--- config.mk ---
export PLATFORM = sky130hd
export DESIGN_NAME = dis_ctrl_flat
export DESIGN_NICKNAME = d
export VERILOG_FILES = /design/src/rtl/dis_pkg.sv /design/src/rtl/dis_ctrl_if.sv /design/src/rtl/rs_credit_cnt.sv /design/src/rtl/dis_ctrl.sv /design/src/flat_wrapper.sv
export SDC_FILE = /design/constraint.sdc
export NUM_CORES = 1
export LEC_CHECK = 0
export BUFFER_PORTS_ARGS = -buffer_cell sky130_fd_sc_hd__buf_4
export CAP_MARGIN = 20
export CORE_MARGIN = 8
export CORE_UTILIZATION = 37
export CTS_BUF_LIST = sky130_fd_sc_hd__clkbuf_2
export DETAILED_ROUTE_END_ITERATION = 16
export GPL_TIMING_DRIVEN = 0
export PLACE_DENSITY_LB_ADDON = 0.15
export SYNTH_ARGS = -nofsm -noshare
export SYNTH_HDL_FRONTEND = slang
export SYNTH_SLANG_ARGS = --single-unit
export TNS_END_PERCENT = 100
--- constraint.sdc ---
create_clock -name clk -period 6.4 [get_ports clk]
set_clock_uncertainty 0.15 [all_clocks]
set_input_delay 1.28 -clock clk [delete_from_list [all_inputs] [get_ports clk]]
set_output_delay 1.28 -clock clk [all_outputs]
set_load 0.01 [all_outputs]
--- src/rtl/dis_pkg.sv ---
// Shared constants and types for the dispatch controller.
//   RS_NUM   : number of reservation stations
//   RS_DEPTH : entries per station (credit counter reset/reload value)
//   CNT_W    : credit counter width, holds 0..RS_DEPTH
package dis_pkg;

    localparam int RS_NUM   = 4;
    localparam int RS_DEPTH = 8;
    localparam int CNT_W    = 4;

    // RUN   : both slots of the RR/DIS register still pending
    // HOLD2 : slot 1 already dispatched, slot 2 still pending
    typedef enum logic {
        RUN   = 1'b0,
        HOLD2 = 1'b1
    } dis_state_t;

    typedef logic [1:0]       rs_idx_t;
    typedef logic [CNT_W-1:0] cnt_t;

endpackage

--- src/rtl/dis_ctrl_if.sv ---
// Dispatch bus between the RR/DIS register / reservation stations and dis_ctrl.
//   slave  : seen by dis_ctrl (instruction/issue inputs, dispatch outputs)
//   master : seen by the surrounding pipeline (or a testbench)
interface dis_ctrl_if;
    import dis_pkg::*;

    logic                    recover;
    logic                    valid1;
    logic                    valid2;
    logic                    res_en1;
    logic                    res_en2;
    rs_idx_t                 resnum1;
    rs_idx_t                 resnum2;
    logic [RS_NUM-1:0]       rs_issue;

    logic                    dis_we1;
    logic                    dis_we2;
    rs_idx_t                 dis_sel1;
    rs_idx_t                 dis_sel2;
    logic                    dis_fire1;
    logic                    dis_fire2;
    logic                    stall;
    logic [RS_NUM*CNT_W-1:0] free_cnt;
    logic                    cnt_err;

    modport master (
        output recover, valid1, valid2, res_en1, res_en2, resnum1, resnum2, rs_issue,
        input  dis_we1, dis_we2, dis_sel1, dis_sel2, dis_fire1, dis_fire2, stall,
               free_cnt, cnt_err
    );

    modport slave (
        input  recover, valid1, valid2, res_en1, res_en2, resnum1, resnum2, rs_issue,
        output dis_we1, dis_we2, dis_sel1, dis_sel2, dis_fire1, dis_fire2, stall,
               free_cnt, cnt_err
    );

endinterface

--- src/rtl/rs_credit_cnt.sv ---
// Free-entry credit counter for one reservation station.
//   clk, rst   : clock, asynchronous active-low reset (count -> RS_DEPTH)
//   i_issue    : one entry freed by the station this cycle
//   i_alloc    : entries written by dispatch this cycle (0..2)
//   i_recover  : flush, reload to RS_DEPTH, issue ignored
//   o_cnt      : registered credit count
//   o_ovf      : issue arrived while already full (combinational pulse)
module rs_credit_cnt
    import dis_pkg::*;
(
    input  logic       clk,
    input  logic       rst,
    input  logic       i_issue,
    input  logic [1:0] i_alloc,
    input  logic       i_recover,
    output cnt_t       o_cnt,
    output logic       o_ovf
);

    cnt_t r_cnt;
    logic w_full;
    cnt_t w_inc;

    assign w_full = (r_cnt == cnt_t'(RS_DEPTH));
    // The +1 saturates at full, but a same-cycle allocation still decrements.
    assign w_inc  = cnt_t'(i_issue && !w_full);
    assign o_ovf  = i_issue && w_full && !i_recover;
    assign o_cnt  = r_cnt;

    always_ff @(posedge clk or negedge rst) begin
        if (!rst) begin
            r_cnt <= cnt_t'(RS_DEPTH);
        end else if (i_recover) begin
            r_cnt <= cnt_t'(RS_DEPTH);
        end else begin
            r_cnt <= r_cnt + w_inc - cnt_t'(i_alloc);
        end
    end

endmodule

--- src/rtl/dis_ctrl.sv ---
// Dispatch-stage controller for the dual-issue OoO core.
// Decides, strictly in program order, which of the two instructions in the
// RR/DIS register are written into their reservation station, based on
// per-station credit counters; stalls the front end when the pair cannot
// fully dispatch.
//   clk, rst : clock, asynchronous active-low reset
//   bus      : dis_ctrl_if.slave (instructions, issue pulses, recover in;
//              write strobes, selects, fires, stall, counters, cnt_err out)
module dis_ctrl
    import dis_pkg::*;
(
    input  logic         clk,
    input  logic         rst,
    dis_ctrl_if.slave    bus
);

    dis_state_t                  r_state;
    dis_state_t                  w_state_nxt;
    logic                        r_cnt_err;

    logic [RS_NUM-1:0][CNT_W-1:0] w_cnt;
    logic [RS_NUM-1:0]           w_ovf;
    logic [1:0]                  w_alloc [RS_NUM];

    logic                        w_need1;
    logic                        w_need2;
    cnt_t                        w_cnt1;
    cnt_t                        w_cnt2;
    logic                        w_ok1;
    logic                        w_ok2;
    cnt_t                        w_need2_cr;
    logic                        w_we1;
    logic                        w_we2;
    logic                        w_fire1;
    logic                        w_fire2;
    logic                        w_stall;

    assign w_need1 = bus.valid1 && bus.res_en1;
    assign w_need2 = bus.valid2 && bus.res_en2;
    assign w_cnt1  = w_cnt[bus.resnum1];
    assign w_cnt2  = w_cnt[bus.resnum2];
    assign w_ok1   = !w_need1 || (w_cnt1 != '0);

    // In RUN, slot 2 must also leave room for a slot-1 write to the same
    // station this cycle. In HOLD2 slot 1 is already gone, so one credit does.
    always_comb begin
        w_need2_cr = cnt_t'(1);
        if (r_state == RUN && w_need1 && w_ok1 && (bus.resnum1 == bus.resnum2))
            w_need2_cr = cnt_t'(2);
    end
    assign w_ok2 = !w_need2 || (w_cnt2 >= w_need2_cr);

    // Next-state and dispatch decisions
    always_comb begin
        w_state_nxt = r_state;
        w_we1       = 1'b0;
        w_we2       = 1'b0;
        w_fire1     = 1'b0;
        w_fire2     = 1'b0;
        w_stall     = 1'b0;
        if (bus.recover) begin
            w_state_nxt = RUN;
        end else begin
            case (r_state)
                RUN: begin
                    if (w_ok1) begin
                        w_fire1 = bus.valid1;
                        w_we1   = w_need1;
                        if (w_ok2) begin
                            w_fire2 = bus.valid2;
                            w_we2   = w_need2;
                        end else begin
                            w_stall     = 1'b1;
                            w_state_nxt = HOLD2;
                        end
                    end else begin
                        // slot 2 never bypasses a blocked slot 1
                        w_stall = 1'b1;
                    end
                end
                HOLD2: begin
                    if (w_ok2) begin
                        w_fire2     = bus.valid2;
                        w_we2       = w_need2;
                        w_state_nxt = RUN;
                    end else begin
                        w_stall = 1'b1;
                    end
                end
                default: w_state_nxt = RUN;
            endcase
        end
    end

    always_ff @(posedge clk or negedge rst) begin
        if (!rst) r_state <= RUN;
        else      r_state <= w_state_nxt;
    end

    // Per-station credit counters
    for (genvar s = 0; s < RS_NUM; s++) begin : g_rs
        assign w_alloc[s] = {1'b0, w_we1 && (bus.resnum1 == rs_idx_t'(s))}
                          + {1'b0, w_we2 && (bus.resnum2 == rs_idx_t'(s))};

        rs_credit_cnt u_cnt (
            .clk       (clk),
            .rst       (rst),
            .i_issue   (bus.rs_issue[s]),
            .i_alloc   (w_alloc[s]),
            .i_recover (bus.recover),
            .o_cnt     (w_cnt[s]),
            .o_ovf     (w_ovf[s])
        );

        assign bus.free_cnt[s*CNT_W +: CNT_W] = w_cnt[s];
    end

    // Sticky overflow flag; only reset clears it
    always_ff @(posedge clk or negedge rst) begin
        if (!rst) r_cnt_err <= 1'b0;
        else      r_cnt_err <= r_cnt_err || (|w_ovf);
    end

    assign bus.dis_we1   = w_we1;
    assign bus.dis_we2   = w_we2;
    assign bus.dis_sel1  = bus.resnum1;
    assign bus.dis_sel2  = bus.resnum2;
    assign bus.dis_fire1 = w_fire1;
    assign bus.dis_fire2 = w_fire2;
    assign bus.stall     = w_stall;
    assign bus.cnt_err   = r_cnt_err;

endmodule

--- src/flat_wrapper.sv ---
// flat-port wrapper written by rule: the top's interface ports become plain ports
module dis_ctrl_flat import dis_pkg::*;
  (clk, rst, bus_recover, bus_valid1, bus_valid2, bus_res_en1, bus_res_en2, bus_resnum1, bus_resnum2, bus_rs_issue, bus_dis_we1, bus_dis_we2, bus_dis_sel1, bus_dis_sel2, bus_dis_fire1, bus_dis_fire2, bus_stall, bus_free_cnt, bus_cnt_err);
  dis_ctrl_if bus_i ();
  input  logic clk;
  input  logic rst;
  input wire logic [$bits(bus_i.recover)-1:0] bus_recover;
  input wire logic [$bits(bus_i.valid1)-1:0] bus_valid1;
  input wire logic [$bits(bus_i.valid2)-1:0] bus_valid2;
  input wire logic [$bits(bus_i.res_en1)-1:0] bus_res_en1;
  input wire logic [$bits(bus_i.res_en2)-1:0] bus_res_en2;
  input wire logic [$bits(bus_i.resnum1)-1:0] bus_resnum1;
  input wire logic [$bits(bus_i.resnum2)-1:0] bus_resnum2;
  input wire logic [$bits(bus_i.rs_issue)-1:0] bus_rs_issue;
  output wire logic [$bits(bus_i.dis_we1)-1:0] bus_dis_we1;
  output wire logic [$bits(bus_i.dis_we2)-1:0] bus_dis_we2;
  output wire logic [$bits(bus_i.dis_sel1)-1:0] bus_dis_sel1;
  output wire logic [$bits(bus_i.dis_sel2)-1:0] bus_dis_sel2;
  output wire logic [$bits(bus_i.dis_fire1)-1:0] bus_dis_fire1;
  output wire logic [$bits(bus_i.dis_fire2)-1:0] bus_dis_fire2;
  output wire logic [$bits(bus_i.stall)-1:0] bus_stall;
  output wire logic [$bits(bus_i.free_cnt)-1:0] bus_free_cnt;
  output wire logic [$bits(bus_i.cnt_err)-1:0] bus_cnt_err;
  assign bus_i.recover = bus_recover;
  assign bus_i.valid1 = bus_valid1;
  assign bus_i.valid2 = bus_valid2;
  assign bus_i.res_en1 = bus_res_en1;
  assign bus_i.res_en2 = bus_res_en2;
  assign bus_i.resnum1 = bus_resnum1;
  assign bus_i.resnum2 = bus_resnum2;
  assign bus_i.rs_issue = bus_rs_issue;
  assign bus_dis_we1 = bus_i.dis_we1;
  assign bus_dis_we2 = bus_i.dis_we2;
  assign bus_dis_sel1 = bus_i.dis_sel1;
  assign bus_dis_sel2 = bus_i.dis_sel2;
  assign bus_dis_fire1 = bus_i.dis_fire1;
  assign bus_dis_fire2 = bus_i.dis_fire2;
  assign bus_stall = bus_i.stall;
  assign bus_free_cnt = bus_i.free_cnt;
  assign bus_cnt_err = bus_i.cnt_err;
  dis_ctrl u_core (.clk(clk), .rst(rst), .bus(bus_i));
endmodule
==> results of run 1 <==
## worst reg2reg max path: cells and delay by family, from the launching register on
family	cells	cell delay (ps)
buffers and inverters	2	120
and+or+nand+nor	7	1460
adders and majority gates	5	1650
DFF	1	600
AOI/OAI and AO/OA	2	540
## layout make-up
| type | count | area (um2) |
|---|---|---|
| Clock buffer | 3 | 15.0 |
| Buffer | 8 | 50.0 |
| Multi-Input combinational cell | 105 | 936 |
| Timing Repair Buffer | 39 | 293 |
| Inverter | 28 | 105 |
| Sequential cell | 18 | 455 |
| Clock inverter | 1 | 3.75 |
| Tap cell | 50 | 62.6 |
| Fill cell | 388 | 2080 |
## state kept, by name, summed over array words and instances (netlist names)
register and flops:
u_core.g_rs.u_cnt.o_cnt 16, u_core.bus.cnt_err 1, u_core.r_state 1
## metal layers
| metal | GRT usage [%] | vias up | share of wire [%] |
|---|---|---|---|
| li1 | - | 616 | - |
| met1 | 15.2 | 608 | 42 |
| met2 | 20.6 | 33 | 48 |
| met3 | 3.79 | 4 | 8.2 |
| met4 | 4.64 | 0 | 1.2 |
| met5 | 0 | - | 0 |
## cell families (layout without fill, tap and decap cells)
kind of cell	Yosys count	count (layout)
muxes	2	2
adders and majority gates	26	26
xor gates and xnor gates	6	6
and+or+nand+nor	56	56
AOI/OAI and AO/OA	15	15
DFF	18	18
buffers and inverters	36	79
## layout by cell type, fill, tap and decap left out, types with 2 or more instances in the layout
cell	synthesis	final
sky130_fd_sc_hd__buf_4	5	44
sky130_fd_sc_hd__inv_1	28	28
sky130_fd_sc_hd__ha_1	18	18
sky130_fd_sc_hd__nor2_1	15	15
sky130_fd_sc_hd__dfrtp_1	14	14
sky130_fd_sc_hd__nor2b_1	8	8
sky130_fd_sc_hd__fa_1	8	8
sky130_fd_sc_hd__nand2b_1	7	7
sky130_fd_sc_hd__nor4_1	6	6
sky130_fd_sc_hd__xor2_1	6	6
sky130_fd_sc_hd__a21boi_0	4	4
sky130_fd_sc_hd__nand3_1	4	4
sky130_fd_sc_hd__dfstp_2	4	4
sky130_fd_sc_hd__nor3_1	3	3
sky130_fd_sc_hd__clkbuf_2	0	3
sky130_fd_sc_hd__nand2_1	2	2
sky130_fd_sc_hd__or4_1	2	2
sky130_fd_sc_hd__clkbuf_1	2	2
sky130_fd_sc_hd__nor4b_1	2	2
## worst max path at each step
stage	depth (start not counted)	slack, ps	to	start
floorplan	17	1390	u_core.g_rs[3].u_cnt.o_cnt[3]	bus_resnum1[0]
global placement	18	970	u_core.g_rs[3].u_cnt.o_cnt[3]	bus_resnum1[0]
detailed placement	17	890	u_core.g_rs[3].u_cnt.o_cnt[2]	bus_resnum1[0]
CTS	11	1060	bus_stall	bus_resnum1[0]
global route	11	920	bus_dis_fire2	bus_resnum1[0]
finish	11	1070	bus_stall	bus_resnum1[0]
## power groups by stage
stage                     combinational (mW)  clock (mW)  sequential [mW]
after floorplan                        0.146           0            0.176
after global placement                 0.238           0            0.175
after detailed placement               0.247           0            0.175
after CTS                              0.249      0.0535            0.173
after global routing                   0.279      0.0566            0.178
final                                  0.243      0.0504            0.172
==> results_tabular.tex, run 1 <==
\begin{tabular}{lr}
\hline
Metric & Value \\
\hline
\multicolumn{2}{l}{\textbf{Die}} \\
\quad I/O Pins & 41 \\
\quad Placeable Area & around 4000 um2 \\
\quad Die Width & between 80 and 90 um \\
\quad Die area & roughly 6500 um2 \\
\quad DIE HEIGHT & 80.7 um \\
\quad Initial Utilization & about two fifths \\
\quad Number of placement rows & 23 \\
\multicolumn{2}{l}{\textbf{Global routing}} \\
\quad Via count of the first global-routing pass & around 1,400 \\
\quad Total Routing Usage GR & roughly 13\% \\
\quad Pin count of the biggest net entering global routing & 19 \\
\quad Global route total overflow & 0 \\
\quad Antenna violations before repair & 0 \\
\quad Global-route wire length before repair & $\sim$6500 um \\
\multicolumn{2}{l}{\textbf{Logic synthesis}} \\
\quad Post-synthesis mux area share & under 10\% \\
\quad Combinational family with the most area after synthesis & adder cells \\
\quad Register bit total from synthesis & 18 \\
\quad Number of distinct library cell variants in the gate-level netlist after synthesis & 39 \\
\quad Average cell area after synthesis & 9.73 um2 \\
\quad Number of warnings reported in the yosys synthesis log & 0 \\
\quad Most area-hungry cell type in the Yosys netlist & sky130\_fd\_sc\_hd\_\_dfrtp\_1 \\
\quad Share of flip-flops with an asynchronous set or reset & 100\% \\
\quad Cell area after synthesis & 1550 um2 \\
\quad Synth Area in Adders & between 20\% and 30\% \\
\quad Simple-Gate Fraction of Synth Area & 20.8\% \\
\quad Post-synthesis share of cell area spent on xor and xnor gates & 3.40\% \\
\quad Synth Net Count & 200 \\
\quad Primary flip-flop cell chosen by synthesis mapping & sky130\_fd\_sc\_hd\_\_dfrtp\_1 \\
\quad Post-synth top area share & a little under a quarter \\
\quad Compound-gate portion of the synthesized area & under 10\% \\
\quad Most used standard cells in the synthesized netlist & 28 x sky130\_fd\_sc\_hd\_\_inv\_1, 18 x sky130\_fd\_sc\_hd\_\_ha\_1, 15 x sky130\_fd\_sc\_hd\_\_nor2\_1, 14 x sky130\_fd\_sc\_hd\_\_dfrtp\_1 \\
\quad Post-Syn Instances & 159 \\
\quad Count leader, synth & sky130\_fd\_sc\_hd\_\_inv\_1 \\
\quad Number of flops mapped to enable cells by yosys & 0 \\
\quad Seq/Total Area, Yosys & between 20 and 30\% \\
\quad Largest cells by area after synthesis & sky130\_fd\_sc\_hd\_\_dfrtp\_1 23\%, sky130\_fd\_sc\_hd\_\_ha\_1 15\%, sky130\_fd\_sc\_hd\_\_fa\_1 10\% \\
\multicolumn{2}{l}{\textbf{STA}} \\
\quad Worst slew pin tran & 854 ps \\
\quad Count of pins over their slew limit & 0 \\
\quad Relative max-transition margin & a little over two fifths \\
\quad Sum of negative setup slack & 0 ps \\
\quad RSZ-0062 raised after global routing & no \\
\quad Number of hold violations in the final report & 0 \\
\quad Ratio of final minimum period to clock period & a little over four fifths \\
\quad Worst Hold Slack & 361 ps \\
\quad Final critical-path required period & around 5300 ps \\
\quad Final number of setup-violating endpoints & 0 \\
\quad Fin worst setup slack & approximately 1100 ps \\
\quad Achievable Freq & approximately 190 MHz \\
\multicolumn{2}{l}{\textbf{CTS}} \\
\quad Clock tree buffer depth & 2 \\
\quad \# H-tree levels & 1 \\
\quad CTS tree & built \\
\quad Post-CTS setup buffer count & 0 \\
\quad Quantity of gates resized following cts & 0 \\
\quad Total clock sinks & 18 \\
\quad Post-CTS clock slew at the launch and capture registers of the worst setup and hold paths & approximately 190 ps \\
\quad Number of CTS-inserted buffers & 3 \\
\quad Clk Latency, worst-skew pair & just over 300 ps \\
\quad Hold buffer count at CTS & 0 \\
\quad Clock tree root buffer cell & sky130\_fd\_sc\_hd\_\_clkbuf\_2 \\
\multicolumn{2}{l}{\textbf{Finish}} \\
\quad Layout overhead on the synthesized area & 24.2\% \\
\quad Number of diodes & 0 \\
\quad Core occupancy in the finished layout & between 40\% and 50\% \\
\quad Design Area, Final & 1920 um2 \\
\quad Share of final-layout standard cells stronger than drive strength 1 & 29.2\% \\
\quad Layout Cells excl Fill & between 200 and 300 \\
\quad Total number of nets in the final design & roughly 240 \\
\multicolumn{2}{l}{\textbf{Placement}} \\
\quad DPL Wire Length & approximately 3300 um \\
\quad IO buf count & 39 \\
\quad Post-place setup slack & 894 ps \\
\quad Placed cells & 248 \\
\quad Weighted congestion at the end of routability-driven global placement & $\sim$0.83 \\
\quad Placed Instance Area & approximately 1900 um2 \\
\multicolumn{2}{l}{\textbf{Pwr}} \\
\quad Fraction of power spent switching nets & slightly above 40\% \\
\quad Share of power burned in combinational logic & 52.2\% \\
\quad Overall power of the completed layout & approximately 470 uW \\
\quad Part of the total power dissipated in sequential elements & a little under two fifths \\
\quad Clock group share of total power & 10.8\% \\
\quad Switching pwr & between 150 and 200 uW \\
\quad Power per cell area & between 200 and 250 nW/um2 \\
\quad Worst voltage drop across the vdd grid & 0.000121 V \\
\quad Static power due to leakage & 0.988 nW \\
\quad Int Power & approximately 270 uW \\
\multicolumn{2}{l}{\textbf{Setup path}} \\
\quad Cell count of the worst reg-to-reg path & 16 \\
\quad Slowest CP cell & sky130\_fd\_sc\_hd\_\_or4\_1 \\
\quad Kind of launch point of the worst setup path & primary input \\
\quad Kind of critical path & in -> out \\
\quad Largest fanout of any net on the critical path & 7 \\
\quad Largest delay contributor family on the critical path & simple AND/OR/NAND/NOR gates \\
\quad Sum of buffers and inverters on the critical path & 2 \\
\quad Required @ worst endpoint & $\sim$5000 ps \\
\quad Setup slack, reg-to-reg & 1810 ps \\
\quad Arrival @ worst endpoint & 3900 ps \\
\quad Delay of the slowest cell on the worst path & approximately 550 ps \\
\quad Setup crit end kind & primary output \\
\quad Cell-by-cell listing of the critical path & buf\_4 -> nand2b\_1 -> o22ai\_1 -> nor2\_2 -> or4\_1 -> ha\_1 -> nand2b\_1 -> a21o\_1 -> nor3\_4 -> a22o\_1 -> buf\_4 \\
\quad Destination of the worst register-to-register timing path & u\_core.g\_rs[3].u\_cnt.o\_cnt[2] \\
\quad Worst R2R Start & u\_core.g\_rs[2].u\_cnt.o\_cnt[3] \\
\multicolumn{2}{l}{\textbf{Route}} \\
\quad Overall via count from detail\_route & 1,261 \\
\quad Drc violations & 0 \\
\quad Number of nets still failing antenna checks after routing & 0 \\
\quad Via-per-instance ratio & about 5 \\
\quad Detailed Routing Iterations Pass 1 & 4 \\
\quad Post-Route WL & just under 4000 um \\
\quad Iteration-0 DRC count of the detailed router & 50 \\
\quad Routed wire per std cell & 15.6 um \\
\multicolumn{2}{l}{\textbf{Min path}} \\
\quad Worst hold start & u\_core.bus.cnt\_err \\
\quad Cell count of the worst hold path & 1 \\
\quad Type of the worst min-delay path & reg -> reg \\
\quad Worst hold path endpoint & u\_core.bus.cnt\_err \\
\multicolumn{2}{l}{\textbf{Outcome}} \\
\quad Outcome & finished, final reports clean \\
\multicolumn{2}{l}{\textbf{Run}} \\
\quad Max-capacitance violation count & 0 \\
\hline
\end{tabular}
No activity file was read; power rests on OpenSTA's default activity.
==> run 2, diff against run 1 <==
ABC_AREA = 1   (was unset)
clock period = 5.27 ns   (was 6.4 ns; I/O delays follow)
==> run 2 against run 1 <==
Via count up 5.5%. First-iteration DRC count down 18%. Final cell count rose by 17%. Critical path type is now in -> reg. Critical endpoint is now u_core.g_rs[3].u_cnt.o_cnt[3].
==> results_tabular.tex, run 2 <==
\begin{tabular}{lr}
\hline
Metric & Value \\
\hline
\multicolumn{2}{l}{\textbf{Placement}} \\
\quad Weighted congestion at the end of routability-driven global placement & just under 0.9 \\
\quad Placed cells & slightly below 300 \\
\quad DPL Wire Length & slightly above 3000 um \\
\quad IO buf count & 39 \\
\multicolumn{2}{l}{\textbf{Logic synthesis}} \\
\quad Number of flops mapped to enable cells by yosys & 0 \\
\quad Synth Net Count & 245 \\
\quad Number of distinct library cell variants in the gate-level netlist after synthesis & 23 \\
\quad Post-synth top area share & between 20\% and 30\% \\
\quad Share of flip-flops with an asynchronous set or reset & 100\% \\
\quad Seq/Total Area, Yosys & 29.0\% \\
\quad Count leader, synth & sky130\_fd\_sc\_hd\_\_inv\_1 \\
\quad Register bit total from synthesis & 18 \\
\quad Most used standard cells in the synthesized netlist & 49 x sky130\_fd\_sc\_hd\_\_inv\_1, 31 x sky130\_fd\_sc\_hd\_\_nor2\_1, 26 x sky130\_fd\_sc\_hd\_\_nand2\_1, 18 x sky130\_fd\_sc\_hd\_\_ha\_1, 14 x sky130\_fd\_sc\_hd\_\_dfrtp\_1 \\
\quad Cell area after synthesis & about 1600 um2 \\
\quad Largest cells by area after synthesis & sky130\_fd\_sc\_hd\_\_dfrtp\_1 22\%, sky130\_fd\_sc\_hd\_\_ha\_1 14\%, sky130\_fd\_sc\_hd\_\_inv\_1 12\% \\
\quad Primary flip-flop cell chosen by synthesis mapping & sky130\_fd\_sc\_hd\_\_dfrtp\_1 \\
\quad Post-Syn Instances & 204 \\
\quad Number of warnings reported in the yosys synthesis log & 0 \\
\quad Most area-hungry cell type in the Yosys netlist & sky130\_fd\_sc\_hd\_\_dfrtp\_1 \\
\quad Average cell area after synthesis & 7.70 um2 \\
\multicolumn{2}{l}{\textbf{Run}} \\
\quad Max-capacitance violation count & 0 \\
\multicolumn{2}{l}{\textbf{Setup path}} \\
\quad Cell-by-cell listing of the critical path & buf\_4 -> nor2\_1 -> nand2\_1 -> nand4\_1 -> nand4\_1 -> ha\_1 -> inv\_1 -> nand2\_1 -> nand2\_1 -> nand2\_1 -> nor2\_2 -> a21oi\_2 -> nand2\_2 -> nor2\_1 -> fa\_1 -> ha\_1 -> inv\_1 -> ha\_1 -> inv\_1 -> fa\_1 -> a21oi\_1 -> o21ai\_0 \\
\quad Kind of critical path & in -> reg \\
\quad Library cell appearing most often on the critical path & sky130\_fd\_sc\_hd\_\_nand2\_1 \\
\quad Kind of launch point of the worst setup path & primary input \\
\quad Required @ worst endpoint & roughly 5400 ps \\
\quad Largest fanout of any net on the critical path & 6 \\
\quad Sum of buffers and inverters on the critical path & 4 \\
\quad Setup crit end kind & flip-flop \\
\quad Arrival @ worst endpoint & between 4000 and 5000 ps \\
\quad Delay of the slowest cell on the worst path & around 400 ps \\
\quad Largest delay contributor family on the critical path & adder cells \\
\quad Slowest CP cell & sky130\_fd\_sc\_hd\_\_fa\_1 \\
\multicolumn{2}{l}{\textbf{Outcome}} \\
\quad Outcome & finished, final reports clean \\
\multicolumn{2}{l}{\textbf{Finish}} \\
\quad Commonest cells after routing, fill and taps aside & 49 x sky130\_fd\_sc\_hd\_\_inv\_1, 43 x sky130\_fd\_sc\_hd\_\_buf\_4, 31 x sky130\_fd\_sc\_hd\_\_nor2\_1 \\
\quad Layout overhead on the synthesized area & 23.6\% \\
\quad Share of final-layout standard cells stronger than drive strength 1 & 26.0\% \\
\quad Number of diodes & 0 \\
\quad Layout Cells excl Fill & between 200 and 300 \\
\quad Most common cell after layout, fill and taps aside & sky130\_fd\_sc\_hd\_\_inv\_1 \\
\quad Total number of nets in the final design & around 290 \\
\quad Number of flip-flops under the largest register name & 16 \\
\multicolumn{2}{l}{\textbf{Global routing}} \\
\quad Pin count of the biggest net entering global routing & 19 \\
\quad Global route total overflow & 0 \\
\quad Total Routing Usage GR & 11.6\% \\
\quad Antenna violations before repair & 0 \\
\quad Via count of the first global-routing pass & around 1,300 \\
\quad Global-route wire length before repair & between 5000 and 6000 um \\
\multicolumn{2}{l}{\textbf{Route}} \\
\quad Overall via count from detail\_route & about 1,300 \\
\quad Via-per-instance ratio & approximately 4.5 \\
\quad Number of nets still failing antenna checks after routing & 0 \\
\quad Iteration-0 DRC count of the detailed router & just over 40 \\
\quad Post-Route WL & 3580 um \\
\quad Drc violations & 0 \\
\quad Detailed Routing Iterations Pass 1 & 4 \\
\quad Routed wire per std cell & $\sim$12 um \\
\multicolumn{2}{l}{\textbf{CTS}} \\
\quad \# H-tree levels & 1 \\
\quad Number of CTS-inserted buffers & 3 \\
\quad Clock tree buffer depth & 2 \\
\quad Post-CTS setup buffer count & 0 \\
\quad CTS tree & built \\
\quad Total clock sinks & 18 \\
\quad Hold buffer count at CTS & 0 \\
\quad Clock tree root buffer cell & sky130\_fd\_sc\_hd\_\_clkbuf\_2 \\
\quad Clk Latency, worst-skew pair & just over 300 ps \\
\quad Quantity of gates resized following cts & 0 \\
\quad Post-CTS clock slew at the launch and capture registers of the worst setup and hold paths & roughly 180 ps \\
\multicolumn{2}{l}{\textbf{STA}} \\
\quad Achievable Freq & about 250 MHz \\
\quad Ratio of final minimum period to clock period & between 70\% and 80\% \\
\quad Number of hold violations in the final report & 0 \\
\quad Relative max-transition margin & around 62\% \\
\quad Final critical-path required period & roughly 4000 ps \\
\quad Worst slew pin tran & 577 ps \\
\quad Count of pins over their slew limit & 0 \\
\quad Final number of setup-violating endpoints & 0 \\
\quad RSZ-0062 raised after global routing & no \\
\quad Sum of negative setup slack & 0 ps \\
\multicolumn{2}{l}{\textbf{Min path}} \\
\quad Type of the worst min-delay path & reg -> reg \\
\multicolumn{2}{l}{\textbf{Pwr}} \\
\quad Power per cell area & 262 nW/um2 \\
\quad Static power due to leakage & between 1 and 1.5 nW \\
\quad Worst voltage drop across the vdd grid & 0.000139 V \\
\multicolumn{2}{l}{\textbf{Die}} \\
\quad Initial Utilization & between 30\% and 40\% \\
\quad Number of placement rows & 23 \\
\quad Die Width & $\sim$80 um \\
\quad I/O Pins & between 40 and 50 \\
\quad Placeable Area & about 4000 um2 \\
\quad Die area & about 6600 um2 \\
\quad DIE HEIGHT & 81.2 um \\
\hline
\end{tabular}
==> run 2: changes by cell type after synthesis, moves of 5 or more <==
cell | before | now
sky130_fd_sc_hd__nand2_1 | 2 | 26
sky130_fd_sc_hd__inv_1 | 28 | 49
sky130_fd_sc_hd__nor2_1 | 15 | 31
sky130_fd_sc_hd__a21oi_1 | 0 | 8
sky130_fd_sc_hd__nor2_2 | 1 | 9
sky130_fd_sc_hd__nor2b_1 | 8 | 0
sky130_fd_sc_hd__nand2b_1 | 7 | 0
sky130_fd_sc_hd__nor4_1 | 6 | 0
sky130_fd_sc_hd__xor2_1 | 6 | 1
==> run 2: logic make-up after synthesis <==
group	synth area share [%]
flip-flops	29.0
adder cells (fa/ha/maj)	24.5
buffers and inverters	14.2
AO/OA/AOI/OAI	8.36
XOR/XNOR	0.557
AND/OR/NAND/NOR	23.4
==> run 2: where the power goes <==
part | internal (mW) | leakage, nW | switching, mW
Clock | 0.0155 | 0.0125 | 0.0458
Sequential | 0.165 | 0.229 | 0.0240
Combinational | 0.114 | 0.840 | 0.144
Total | 0.295 | 1.08 | 0.213
==> run 2: metrics by stage <==
step	util (%)	hold slack, ps	setup slack, ps	total power [mW]	cell area (um2)
global placement	47.5	293	902	0.453	1930
finish	47.9	333	1260	0.508	1940
CTS	47.9	345	1270	0.522	1940
floorplan	-	343	1290	0.356	1570
global route	47.9	370	1020	0.565	1940
detailed placement	47.5	305	882	0.454	1930
==> run 2: final cells by class <==
| type | instances | area, um2 |
|---|---|---|
| Inverter | 49 | 184 |
| Fill cell | 448 | 2120 |
| Buffer | 6 | 38.8 |
| Timing Repair Buffer | 39 | 293 |
| Sequential cell | 18 | 455 |
| Clock buffer | 3 | 15.0 |
| Tap cell | 50 | 62.6 |
| Multi-Input combinational cell | 131 | 893 |
==> run 2: routing by layer <==
layer,track usage [%],routed length (um),share of wire (%),up-vias
li1,-,-,-,708
met5,0,0,0,-
met1,15.2,1720,48,590
met3,3.09,221,6.2,5
met2,18.2,1590,44,27
met4,3.75,46,1.3,0
==> run 2: final timing paths <==
check	end	cells past startpoint	from	slack [ps]
max in group asynchronous	u_core.g_rs[3].u_cnt.o_cnt[3]	1	rst	4280
min reg2reg	u_core.bus.cnt_err	1	u_core.bus.cnt_err	330
max	u_core.g_rs[3].u_cnt.o_cnt[3]	22	bus_resnum1[0]	1260
min	u_core.bus.cnt_err	1	u_core.bus.cnt_err	330
max reg2reg	u_core.g_rs[3].u_cnt.o_cnt[3]	22	u_core.g_rs[0].u_cnt.o_cnt[3]	1590
min in group asynchronous	u_core.g_rs[1].u_cnt.o_cnt[2]	1	rst	420
==> run 3, diff against run 2 <==
clock period = 3.7 ns   (was 5.27 ns; I/O delays follow)
==> run 3 against run 2 <==
Non-clock buffer count grew 4. Clock power increased by 45%. Register-to-register slack worse by 1500 ps. Die area is the same. Setup slack worse by 1200 ps. First-iteration DRC count is 22% higher. Combinational power increased by 79%. Worst hold slack lost 230 ps. Total power grew 62%. Via count is 5.4% higher. Sequential cell count unchanged.
==> results_tabular.tex, run 3 (synthesis results as in run 2) <==
\begin{tabular}{lr}
\hline
Metric & Value \\
\hline
\multicolumn{2}{l}{\textbf{Setup path}} \\
\quad Cell count of the worst reg-to-reg path & 21 \\
\quad Largest fanout of any net on the critical path & 5 \\
\quad Setup crit end kind & flip-flop \\
\quad Library cell appearing most often on the critical path & sky130\_fd\_sc\_hd\_\_nand2\_1 \\
\quad Delay of the slowest cell on the worst path & $\sim$570 ps \\
\quad Arrival @ worst endpoint & 3800 ps \\
\quad Slowest CP cell & sky130\_fd\_sc\_hd\_\_fa\_2 \\
\quad Worst Setup SP & bus\_resnum2[1] \\
\quad Worst R2R Start & u\_core.g\_rs[2].u\_cnt.o\_cnt[3] \\
\quad Kind of launch point of the worst setup path & primary input \\
\quad Cell-by-cell listing of the critical path & buf\_4 -> inv\_1 -> nand2\_1 -> o22ai\_1 -> nor2\_1 -> ha\_1 -> inv\_1 -> nand2\_1 -> nand2\_1 -> nand2\_2 -> nor2\_4 -> a21oi\_2 -> nand2\_4 -> nor2\_4 -> fa\_2 -> inv\_2 -> ha\_4 -> ha\_4 -> inv\_2 -> fa\_2 -> nor2\_1 \\
\quad Kind of critical path & in -> reg \\
\quad Required @ worst endpoint & 3820 ps \\
\multicolumn{2}{l}{\textbf{CTS}} \\
\quad Post-CTS clock slew at the launch and capture registers of the worst setup and hold paths & 190 ps \\
\quad Clock tree buffer depth & 2 \\
\quad Clk Latency, worst-skew pair & $\sim$320 ps \\
\quad Hold buffer count at CTS & 0 \\
\quad Clock tree root buffer cell & sky130\_fd\_sc\_hd\_\_clkbuf\_2 \\
\quad \# H-tree levels & 1 \\
\quad CTS tree & built \\
\quad Number of CTS-inserted buffers & 3 \\
\quad Total clock sinks & 18 \\
\multicolumn{2}{l}{\textbf{Placement}} \\
\quad DPL Wire Length & between 3000 and 4000 um \\
\quad IO buf count & 39 \\
\quad Weighted congestion at the end of routability-driven global placement & 0.866 \\
\multicolumn{2}{l}{\textbf{Die}} \\
\quad Die Width & 81.2 um \\
\quad Initial Utilization & just under 40\% \\
\quad Die area & approximately 6600 um2 \\
\quad I/O Pins & 41 \\
\quad DIE HEIGHT & between 80 and 90 um \\
\quad Number of placement rows & 23 \\
\quad Placeable Area & roughly 4000 um2 \\
\multicolumn{2}{l}{\textbf{STA}} \\
\quad Relative max-transition margin & 61.7\% \\
\quad Achievable Freq & 272 MHz \\
\quad Final number of setup-violating endpoints & 0 \\
\quad Final critical-path required period & between 3000 and 4000 ps \\
\quad Sum of negative setup slack & 0 ps \\
\quad Worst slew pin tran & between 500 and 600 ps \\
\quad Count of pins over their slew limit & 0 \\
\quad Number of hold violations in the final report & 0 \\
\quad RSZ-0062 raised after global routing & yes \\
\quad Ratio of final minimum period to clock period & between 90\% and 100\% \\
\multicolumn{2}{l}{\textbf{Global routing}} \\
\quad Global route total overflow & 0 \\
\quad Antenna violations before repair & 0 \\
\quad Total Routing Usage GR & 11.6\% \\
\quad Global-route wire length before repair & $\sim$5900 um \\
\quad Pin count of the biggest net entering global routing & 19 \\
\quad Via count of the first global-routing pass & about 1,300 \\
\multicolumn{2}{l}{\textbf{Pwr}} \\
\quad Share of power burned in combinational logic & a little under three fifths \\
\quad Overall power of the completed layout & a little over 800 uW \\
\quad Switching pwr & about 360 uW \\
\quad Static power due to leakage & 1.07 nW \\
\quad Part of the total power dissipated in sequential elements & roughly 33\% \\
\quad Clock group share of total power & 10.8\% \\
\quad Worst voltage drop across the vdd grid & around 0.00022 V \\
\quad Fraction of power spent switching nets & between 40 and 50\% \\
\quad Int Power & 463 uW \\
\quad Power per cell area & 373 nW/um2 \\
\multicolumn{2}{l}{\textbf{Route}} \\
\quad Detailed Routing Iterations Pass 1 & 4 \\
\quad Post-Route WL & between 4000 and 5000 um \\
\quad Number of nets still failing antenna checks after routing & 0 \\
\quad Overall via count from detail\_route & between 1,000 and 1,500 \\
\quad Iteration-0 DRC count of the detailed router & 50 \\
\quad Drc violations & 0 \\
\quad Routed wire per std cell & 13.5 um \\
\quad Via-per-instance ratio & 4.67 \\
\multicolumn{2}{l}{\textbf{Min path}} \\
\quad Type of the worst min-delay path & in -> async \\
\multicolumn{2}{l}{\textbf{Finish}} \\
\quad Total number of nets in the final design & about 290 \\
\quad Commonest cells after routing, fill and taps aside & 46 x sky130\_fd\_sc\_hd\_\_buf\_4, 37 x sky130\_fd\_sc\_hd\_\_inv\_1, 26 x sky130\_fd\_sc\_hd\_\_nor2\_1 \\
\quad Layout overhead on the synthesized area & 40.0\% \\
\quad Most common cell after layout, fill and taps aside & sky130\_fd\_sc\_hd\_\_buf\_4 \\
\quad Number of flip-flops under the largest register name & 16 \\
\quad Share of final-layout standard cells stronger than drive strength 1 & a little over two fifths \\
\quad Number of diodes & 0 \\
\multicolumn{2}{l}{\textbf{Run}} \\
\quad Max-capacitance violation count & 0 \\
\multicolumn{2}{l}{\textbf{Outcome}} \\
\quad Outcome & finished, final reports clean \\
\hline
\end{tabular}
==> run 3: cell types whose count changed in the layout (fill, tap and decap cells not counted), sizes merged <==
cell,change
buf,+4
==> run 3: layer usage <==
| metal | share of wire, % | vias up | track usage (%) |
|---|---|---|---|
| met5 | 0 | - | 0 |
| met4 | 1.1 | 0 | 3.75 |
| met3 | 6.0 | 5 | 2.98 |
| met2 | 49 | 37 | 18.3 |
| met1 | 44 | 641 | 15.2 |
| li1 | - | 719 | - |
==> run 3: power by group through the flow <==
stage / Combinational, mW / Sequential [mW] / Clock [mW]
after floorplan: 0.222 / 0.286 / 0
after global placement: 0.369 / 0.276 / 0
after detailed placement: 0.372 / 0.275 / 0
after CTS: 0.379 / 0.271 / 0.0959
after global routing: 0.524 / 0.277 / 0.101
final: 0.462 / 0.271 / 0.0887
==> run 3: area by class of cell <==
cell class | count | area, um2
buffer | 6 | 38.8
clock buffer | 3 | 15.0
fill | 407 | 1860
inverter | 49 | 184
multi-input combinational | 131 | 1120
sequential | 18 | 457
tap | 50 | 62.6
timing repair buffer | 43 | 327
==> run 3: stage by stage <==
step                      worst slack (ps)  instance area [um2]  utilization (%)  std cells  hold WS, ps
after floorplan                       36.6                 1570                -        204          294
after global placement                -354                 1930             47.5        293          293
after detailed placement              -374                 1930             47.5        293          305
after CTS                             1.96                 1950             48.0        297         91.1
after global routing                  -129                 2200             54.2        300         90.6
final                                 21.1                 2200             54.2        300          108
==> run 3: critical path, delay by kind of cell <==
family / cells / cell delay, ps
AO/OA/AOI/OAI: 2 / 290
AND/OR/NAND/NOR: 9 / 820
adder cells (fa/ha/maj): 5 / 1560
buffers and inverters: 5 / 350
==> run 3: timing repair <==
| item | 4_1_cts | 5_1_grt |
|---|---|---|
| setup endpoints to repair | 3 | 8 |
| resized for setup | 0 | 60 |
| pin swaps | 0 | 17 |
| hold endpoints to repair | 0 | 0 |
| setup buffers | 1 | 3 |
==> run 3: path summary, 6_finish.rpt <==
path	slack (ps)	endpoint
max	20	u_core.g_rs[2].u_cnt.o_cnt[2]
max reg2reg	60	u_core.g_rs[2].u_cnt.o_cnt[2]
min reg2reg	330	u_core.bus.cnt_err
min	110	u_core.r_state
min in group clk	330	u_core.bus.cnt_err
max in group asynchronous	3010	u_core.g_rs[0].u_cnt.o_cnt[3]
